<file path="src/rtl/end_page_ctrl.sv">
// end_page_ctrl: game-over screen sequencer (result latch, BCD conversion, frame-synced display, blink, hold, restart).
// Defining END_TIME_EN adds a game_time input converted after the score and shown on time_bcd.
module end_page_ctrl #(
  parameter int unsigned SCORE_W      = 10,
  parameter int unsigned DIGITS       = 3,
  parameter int unsigned BLINK_FRAMES = 30,
  parameter int unsigned HOLD_FRAMES  = 120
) (
  input  logic                  vga_clk,
  input  logic                  sys_rst,
  input  logic                  game_over,
  input  logic                  game_won,
  input  logic [SCORE_W-1:0]    score,
`ifdef END_TIME_EN
  input  logic [SCORE_W-1:0]    game_time,
`endif
  input  logic                  frame_start,
  input  logic                  key_start,
  output logic                  end_active,
  output logic                  result_won,
  output logic [4*DIGITS-1:0]   score_bcd,
`ifdef END_TIME_EN
  output logic [4*DIGITS-1:0]   time_bcd,
`endif
  output logic                  banner_on,
  output logic                  restart_req,
  output logic                  busy
);

  localparam int unsigned BCD_W   = 4 * DIGITS;
  localparam int unsigned SH_W    = BCD_W + SCORE_W;
  localparam int unsigned MAX_VAL = 10 ** DIGITS - 1;
`ifdef END_TIME_EN
  localparam int unsigned CONV_CYCLES = 2 * SCORE_W;
`else
  localparam int unsigned CONV_CYCLES = SCORE_W;
`endif
  localparam int unsigned CC_W = $clog2(CONV_CYCLES + 1);
  localparam int unsigned FC_W = $clog2(HOLD_FRAMES + 1);
  localparam int unsigned BC_W = $clog2(BLINK_FRAMES + 1);

  localparam logic [2:0] S_IDLE  = 3'd0;
  localparam logic [2:0] S_CONV  = 3'd1;
  localparam logic [2:0] S_SYNC  = 3'd2;
  localparam logic [2:0] S_SHOW  = 3'd3;
  localparam logic [2:0] S_ARMED = 3'd4;
  localparam logic [2:0] S_EXIT  = 3'd5;

  // One double-dabble step over {bcd, binary}: correct nibbles >= 5, then shift left.
  function automatic logic [SH_W-1:0] dd_step(input logic [SH_W-1:0] x);
    logic [SH_W-1:0] y;
    y = x;
    for (int unsigned i = 0; i < DIGITS; i++) begin
      if (y[SCORE_W + 4*i +: 4] >= 4'd5)
        y[SCORE_W + 4*i +: 4] = y[SCORE_W + 4*i +: 4] + 4'd3;
    end
    return {y[SH_W-2:0], 1'b0};
  endfunction

  // Clamp to the largest displayable value so conversion yields all nines.
  function automatic logic [SH_W-1:0] sat_load(input logic [SCORE_W-1:0] v);
    logic [SCORE_W-1:0] b;
    b = v;
    if (32'(v) > MAX_VAL) b = SCORE_W'(MAX_VAL);
    return {BCD_W'(0), b};
  endfunction

  logic [2:0]       state_q, state_d;
  logic [CC_W-1:0]  conv_cnt_q, conv_cnt_d;
  logic [SH_W-1:0]  score_sh_q, score_sh_d;
  logic [FC_W-1:0]  frame_cnt_q, frame_cnt_d;
  logic [BC_W-1:0]  blink_cnt_q, blink_cnt_d;
  logic             key_q, key_d;
  logic             end_active_q, end_active_d;
  logic             result_won_q, result_won_d;
  logic [BCD_W-1:0] score_bcd_q, score_bcd_d;
  logic             banner_on_q, banner_on_d;
  logic             restart_req_q, restart_req_d;
  logic             busy_q, busy_d;
  logic             key_rise;
`ifdef END_TIME_EN
  logic [SH_W-1:0]  time_sh_q, time_sh_d;
  logic [BCD_W-1:0] time_bcd_q, time_bcd_d;
`endif

  assign key_rise = key_start & ~key_q;

  always_comb begin
    state_d       = state_q;
    conv_cnt_d    = conv_cnt_q;
    score_sh_d    = score_sh_q;
    frame_cnt_d   = frame_cnt_q;
    blink_cnt_d   = blink_cnt_q;
    key_d         = key_start;
    end_active_d  = end_active_q;
    result_won_d  = result_won_q;
    score_bcd_d   = score_bcd_q;
    banner_on_d   = banner_on_q;
    restart_req_d = 1'b0;
`ifdef END_TIME_EN
    time_sh_d     = time_sh_q;
    time_bcd_d    = time_bcd_q;
`endif

    case (state_q)
      S_IDLE: begin
        frame_cnt_d = '0;
        key_d       = 1'b0;
        if (game_over) begin
          score_sh_d   = sat_load(score);
          result_won_d = game_won;
          score_bcd_d  = '0;
`ifdef END_TIME_EN
          time_sh_d    = sat_load(game_time);
          time_bcd_d   = '0;
`endif
          conv_cnt_d   = '0;
          state_d      = S_CONV;
        end
      end
      S_CONV: begin
`ifdef END_TIME_EN
        if (conv_cnt_q < CC_W'(SCORE_W)) score_sh_d = dd_step(score_sh_q);
        else                             time_sh_d  = dd_step(time_sh_q);
`else
        score_sh_d = dd_step(score_sh_q);
`endif
        if (conv_cnt_q == CC_W'(CONV_CYCLES - 1)) state_d = S_SYNC;
        else conv_cnt_d = conv_cnt_q + 1'b1;
      end
      S_SYNC: begin
        if (frame_start) begin
          score_bcd_d  = score_sh_q[SH_W-1 -: BCD_W];
`ifdef END_TIME_EN
          time_bcd_d   = time_sh_q[SH_W-1 -: BCD_W];
`endif
          end_active_d = 1'b1;
          banner_on_d  = 1'b1;
          frame_cnt_d  = '0;
          blink_cnt_d  = '0;
          state_d      = S_SHOW;
        end
      end
      S_SHOW: begin
        if (frame_start) begin
          frame_cnt_d = frame_cnt_q + 1'b1;
          if (frame_cnt_d == FC_W'(HOLD_FRAMES)) state_d = S_ARMED;
        end
      end
      S_ARMED: begin
        if (key_rise) begin
          restart_req_d = 1'b1;
          state_d       = S_EXIT;
        end
      end
      S_EXIT: begin
        if (frame_start) begin
          end_active_d = 1'b0;
          banner_on_d  = 1'b0;
          state_d      = S_IDLE;
        end
      end
      default: state_d = S_IDLE;
    endcase

    // Victory banner blinks while the page is up and not yet exiting.
    if ((state_q == S_SHOW || state_q == S_ARMED) && frame_start && result_won_q) begin
      if (blink_cnt_q == BC_W'(BLINK_FRAMES - 1)) begin
        blink_cnt_d = '0;
        banner_on_d = ~banner_on_q;
      end else begin
        blink_cnt_d = blink_cnt_q + 1'b1;
      end
    end

    busy_d = (state_d != S_IDLE);
  end

  always_ff @(posedge vga_clk) begin
    if (sys_rst) begin
      state_q       <= S_IDLE;
      conv_cnt_q    <= '0;
      score_sh_q    <= '0;
      frame_cnt_q   <= '0;
      blink_cnt_q   <= '0;
      key_q         <= 1'b0;
      end_active_q  <= 1'b0;
      result_won_q  <= 1'b0;
      score_bcd_q   <= '0;
      banner_on_q   <= 1'b0;
      restart_req_q <= 1'b0;
      busy_q        <= 1'b0;
`ifdef END_TIME_EN
      time_sh_q     <= '0;
      time_bcd_q    <= '0;
`endif
    end else begin
      state_q       <= state_d;
      conv_cnt_q    <= conv_cnt_d;
      score_sh_q    <= score_sh_d;
      frame_cnt_q   <= frame_cnt_d;
      blink_cnt_q   <= blink_cnt_d;
      key_q         <= key_d;
      end_active_q  <= end_active_d;
      result_won_q  <= result_won_d;
      score_bcd_q   <= score_bcd_d;
      banner_on_q   <= banner_on_d;
      restart_req_q <= restart_req_d;
      busy_q        <= busy_d;
`ifdef END_TIME_EN
      time_sh_q     <= time_sh_d;
      time_bcd_q    <= time_bcd_d;
`endif
    end
  end

  assign end_active  = end_active_q;
  assign result_won  = result_won_q;
  assign score_bcd   = score_bcd_q;
  assign banner_on   = banner_on_q;
  assign restart_req = restart_req_q;
  assign busy        = busy_q;
`ifdef END_TIME_EN
  assign time_bcd    = time_bcd_q;
`endif

endmodule

</file>
<file path="config.mk">
export PLATFORM = sky130hd
export DESIGN_NAME = end_page_ctrl
export DESIGN_NICKNAME = d
export VERILOG_FILES = /design/src/rtl/end_page_ctrl.sv
export SDC_FILE = /design/constraint.sdc
export NUM_CORES = 1
export LEC_CHECK = 0
export CORE_ASPECT_RATIO = 1.5
export CORE_MARGIN = 3
export CORE_UTILIZATION = 65
export DETAILED_ROUTE_END_ITERATION = 10
export DONT_BUFFER_PORTS = 1
export PLACE_DENSITY = 0.81
export SLEW_MARGIN = 10
export SYNTH_ARGS = -nofsm -noshare
export SYNTH_HDL_FRONTEND = slang
export SYNTH_SLANG_ARGS = --single-unit
</file>
<file path="constraint.sdc">
create_clock -name vga_clk -period 4.8 [get_ports vga_clk]
set_input_delay 0.96 -clock vga_clk [delete_from_list [all_inputs] [get_ports vga_clk]]
set_output_delay 0.96 -clock vga_clk [all_outputs]
set_load 0.1 [all_outputs]
</file>
# ---- After elaboration in Yosys (flattened, before gate mapping)
# Index checks and enable logic that the tools add are counted.
# Widths: inputs -> output; s select.
dict set report word_totals {
  register_bits 59
  in_bits 16
  output_inout_bits 17
  wordCells 95
}
dict set report classes {
  n_addsub 6
  order_cmp 4
  n_eq_ne 13
  muxes 36
  n_bitwise 4
  reduce_logical 20
}
# op n
set ops {}
lappend ops {{$pmux 22 s2} 1}
lappend ops {{$mux 12} 2}
lappend ops {{$mux 3} 8}
lappend ops {{$pmux 12 s2} 1}
lappend ops {{$mux 22} 1}
lappend ops {{$pmux 7 s3} 1}
lappend ops {{$mux 5} 4}
lappend ops {{$pmux 3 s6} 1}
lappend ops {{$mux 4} 4}
lappend ops {{$mux 7} 2}
lappend ops {{$ge 4x3->1 const B} 3}
lappend ops {{$reduce_and 3->1} 4}
lappend ops {{$gt 10x10->1 const B} 1}
lappend ops {{$mux 10} 1}
lappend ops {{$ne 2x2->1 const B} 5}
lappend ops {{$reduce_bool 2->1} 5}
lappend ops {{$add 4x2->4 const B} 2}
lappend ops {{$pmux 4 s2} 1}
lappend ops {{$add 7x1->7 const B} 1}
lappend ops {{$eq 7x7->1 const B} 1}
lappend ops {{$mux 1} 7}
lappend ops {{$eq 3x2->1 const B} 2}
lappend ops {{$eq 3x3->1 const B} 2}
lappend ops {{$reduce_and 2->1} 3}
lappend ops {{14 further kinds} 20}

# ---- Longest topological paths before layout
dict set report logic_depth {
  depth_word 6
  mapped_depth 6
  depth_no_buf 6
}

# ---- Worst setup path before layout
# Ideal clock, no wire load.
dict set report synth_timing {
  path_type {input -> register}
  start {in frame_start}
  end {reg frame_cnt_q[5]}
  setup_ns 0.071
  arrival_ns 1.943
  required_time_ns 4.729
  path_slack_ns 2.786
  cell_stages 4
  n_path_buf 1
  path_cell_list {buf_2 -> nand4b_2 -> or4_1 -> a21oi_1}
}
dict set report synth_via {
  elab_chain_len 2
  elab_cells_between_ends 3
  classes_between {eq/ne (2); reduce/logical (1)}
}
# item line
set synth_lines {}
lappend synth_lines {{start: declaration} 17} ;# input logic frame_start,
lappend synth_lines {{$ne 2x2->1 (no source line)} -}
lappend synth_lines {{$reduce_and 3->1 (no source line) (*)} -}
lappend synth_lines {{end signal: assignment} 201} ;# frame_cnt_q <= frame_cnt_d;
lappend synth_lines {{end: declaration} 71} ;# logic [FC_W-1:0] frame_cnt_q, frame_cnt_d;
# Every way passes the cells marked *; elsewhere a longest branch is shown, timed or not.
# A chain may end at the register's enable or synchronous reset.

# ---- Final worst setup path
dict set report layout_timing {
  start {reg state_q[0]}
  end {reg score_sh_q[4]}
}
dict set report layout_via {
  elab_chain_len 3
  elab_cells_between_ends 6
  classes_between {eq/ne (2); mux (1); reduce/logical (3)}
}
# item line
set layout_lines {}
lappend layout_lines {{start: declaration} 68} ;# logic [2:0] state_q, state_d;
lappend layout_lines {{start signal: assignment} 198} ;# state_q <= state_d;
lappend layout_lines {{$eq 3x1->1 or $logic_not 3->1 (tied branches)} 105} ;# case (state_q)
lappend layout_lines {{$reduce_bool 2->1 (no source line) or $ne 2x2->1 (tied branches)} -}
lappend layout_lines {{$reduce_and 2->1 (no source line)} -}
lappend layout_lines {{end signal: assignment} 200} ;# score_sh_q <= score_sh_d;
lappend layout_lines {{end: declaration} 70} ;# logic [SH_W-1:0] score_sh_q, score_sh_d;
# Several ways; a longest one is shown, not always the timed one.

==> flow_summary.toml <==
[outcome]
outcome = "finished, final reports clean"

[critical_path]
cp.required_ns = 5.02
reg2reg_depth = 4
endpoint_kind = "register"
cp_max_fo = 17
worstPathArrival_ns = 2.80
regToRegSetupSlack_ns = 2.22
critPathLaunchType = "register"
setup.worst_path.start = "state_q[0]"
r2r-start = "state_q[0]"
path_class = "reg -> reg"
r2r-end = "score_sh_q[4]"

[detailed_routing]
postRouteAntennaNets = 0
drcViolationCount = 0
viasPerCell = 6.41
routedWlPerCell_um = 15.5
num_vias = 2346
drt_wl_total_um = 5690
drt_iter0_drc = 206
first_pass_iters = 4

[floorplan]
initial_core_util_pct = 70.0
core_um2 = 4060
die-area_um2 = 5220
placementRows = 28
die_w_um = 60.0
io_pins = 33
die_h_um = 87.0

[sta]
fin_hold_ws_ns = 0.422
layout_setup_ws_ns = 2.22
final.period_utilization_pct = 53.7
min_period_ns = 2.58
tightest_slew_ns = 1.08
maxSlewHeadroom_pct = 27.6
fin_skew_ns = 0.00568
hold_viol_final = 0
rsz0062_at_grt = "false"
fmax_mhz = 388
setup_viol = 0
setup_tns_ns = 0
drv_slew = 0

[clock_network]
root_buffer = "clkbuf_8"
cts.htree.levels = 3
clk_path_buf_depth = 2
post_cts_buffers = 0
insertion_delay_ns = 0.34
cts_hold_buf = 0
cts.sinks = 59
clk_pin_slew_ns = 0.07
cts_tree = "built"
cts_resized = 0
cts_made_buffers = 9

[yosys]
avgSynthCellArea_um2 = 8.77
synthesis.area_um2 = 2840
yosys_warnings = 0
synth-edff-count = 0
ys_ff_latch = 59
syn_inst = 324
ys.flop_type = "dfxtp_1"
synth_cell_types = 57
ys_seq_area_share_pct = 41.5
ys_async_sr_fraction_pct = 0
syn-num-nets = 351

[global_route]
grt.total_usage_pct = 24.4
grt-ovfl-total = 0
grt_start_max_net_pins = 55
grt_pass1_vias = 2285
antenna_found_initial = 0
grt_pass1_wl_um = 9830

[min_path]
hp-start = "key_q"
worstHoldPathType = "reg -> reg"
holdPathEnd = "restart_req"
whs_path_depth = 1

[power_and_ir_drop]
power.density_nw_per_um2 = 328
seqPwrFrac_pct = 53.1
p_int_mw = 0.732
pwr-share-comb_pct = 5.5
p_switching_mw = 0.245
p_leak_nw = 1.09
peakVddDrop_mv = 0.266
swShare_pct = 25.0
p_clk_share_pct = 41.4
power_mw = 0.977

[final_layout]
final_common_cell = "dfxtp_1"
fill_cells = 320
antenna_cells = 0
drive_gt1_share_pct = 7.79
synthToLayoutAreaGrowth_pct = 4.80
final_cell_mix = "59 x dfxtp_1, 33 x nor2_1, 32 x a21oi_1, 19 x a22oi_1, 18 x nand2_1"
stdcell_area_um2 = 2980
final_util_pct = 73.3
fin_cells = 366
nets = 343

[place]
dpl_worst_slack_ns = 2.15
gp_congestion = 0.837
dp_hpwl_um = 3750
dp.cells = 350
placed_area_um2 = 2800
port_buffers = 0

[run]
drv_cap = 0
logic make-up after synthesis:
family,after synthesis,share of synthesized area [%]
simple gates,112,21.7
compound gates,97,22.7
flops,59,41.5
buf+inv,33,5.33
fa+ha+maj,11,4.84
xor+xnor,7,2.16
mux,5,1.76
worst max-delay path: stages (launching register included):
cell      delay, ns
dfxtp_1        0.69
nor3b_2        0.90
nor2_1         0.43
a222oi_1       0.37
nor2_1         0.07
synthesized netlist by cell type (all sizes together), types with 2 or more instances:
master / instances / share of area (%)
a211oi: 2 / 0.53
a21boi: 2 / 0.53
a21o: 2 / 0.53
a21oi: 33 / 5.9
a222oi: 2 / 0.70
a22o: 6 / 1.8
a22oi: 19 / 5.0
and4b: 2 / 0.70
buf: 8 / 2.0
clkbuf: 11 / 1.5
dfxtp: 59 / 42
ha: 11 / 4.8
inv: 14 / 1.8
mux2i: 5 / 1.8
nand2: 18 / 2.4
nand2b: 6 / 1.3
nand3: 11 / 1.9
nand3b: 2 / 0.53
nand4: 2 / 0.44
nor2: 33 / 4.4
nor2b: 3 / 0.66
nor3: 9 / 1.6
nor3b: 3 / 0.97
nor4: 2 / 0.44
o21ai: 16 / 2.8
o2bb2ai: 2 / 0.62
or2: 2 / 0.44
or3: 8 / 1.8
or3b: 2 / 0.70
or4: 3 / 0.79
xnor2: 3 / 0.92
xor2: 4 / 1.2
per-layer routing:
layer / global-route usage, % / routed length [µm] / vias to the layer above
met5: 0 / 0 / -
met4: 14.1 / 121 / 0
met3: 4.75 / 278 / 14
met2: 41.5 / 2990 / 59
met1: 27.5 / 2300 / 1114
li1: - / - / 1159
power by group through the flow:
stage / clock, mW / sequential [mW] / combinational (mW)
floorplan: 0 / 0.525 / 0.0565
global placement: 0 / 0.529 / 0.0515
detailed placement: 0 / 0.530 / 0.0531
CTS: 0.413 / 0.519 / 0.0536
global route: 0.434 / 0.520 / 0.0610
finish: 0.404 / 0.519 / 0.0533
registers in the layout, summed over array words and instances (netlist names):
| name | count |
|---|---|
| banner_on | 1 |
| blink_cnt_q | 5 |
| busy | 1 |
| conv_cnt_q | 4 |
| end_active | 1 |
| frame_cnt_q | 7 |
| key_q | 1 |
| restart_req | 1 |
| result_won | 1 |
| score_bcd | 12 |
| score_sh_q | 22 |
| state_q | 3 |
final cells by class:
cell class                      count  area, µm²  share of cell area, %
Multi-Input combinational cell    232       1510                   50.7
Sequential cell                    59       1180                   39.6
Clock buffer                       11        151                   5.08
Tap cell                           45       56.3                   1.89
Inverter                           14       52.6                   1.76
Clock inverter                      5       27.5                  0.924
how the worst max path moves through the flow:
stage,slack [ns],cells after the start,to
finish,2.22,4,score_sh_q[4]
global route,1.89,4,score_sh_q[4]
CTS,2.25,4,score_sh_q[3]
detailed placement,2.15,4,score_sh_q[3]
global placement,2.23,4,score_sh_q[3]
floorplan,2.79,4,frame_cnt_q[5]
Note: power is estimated with default switching activity, not from simulation.
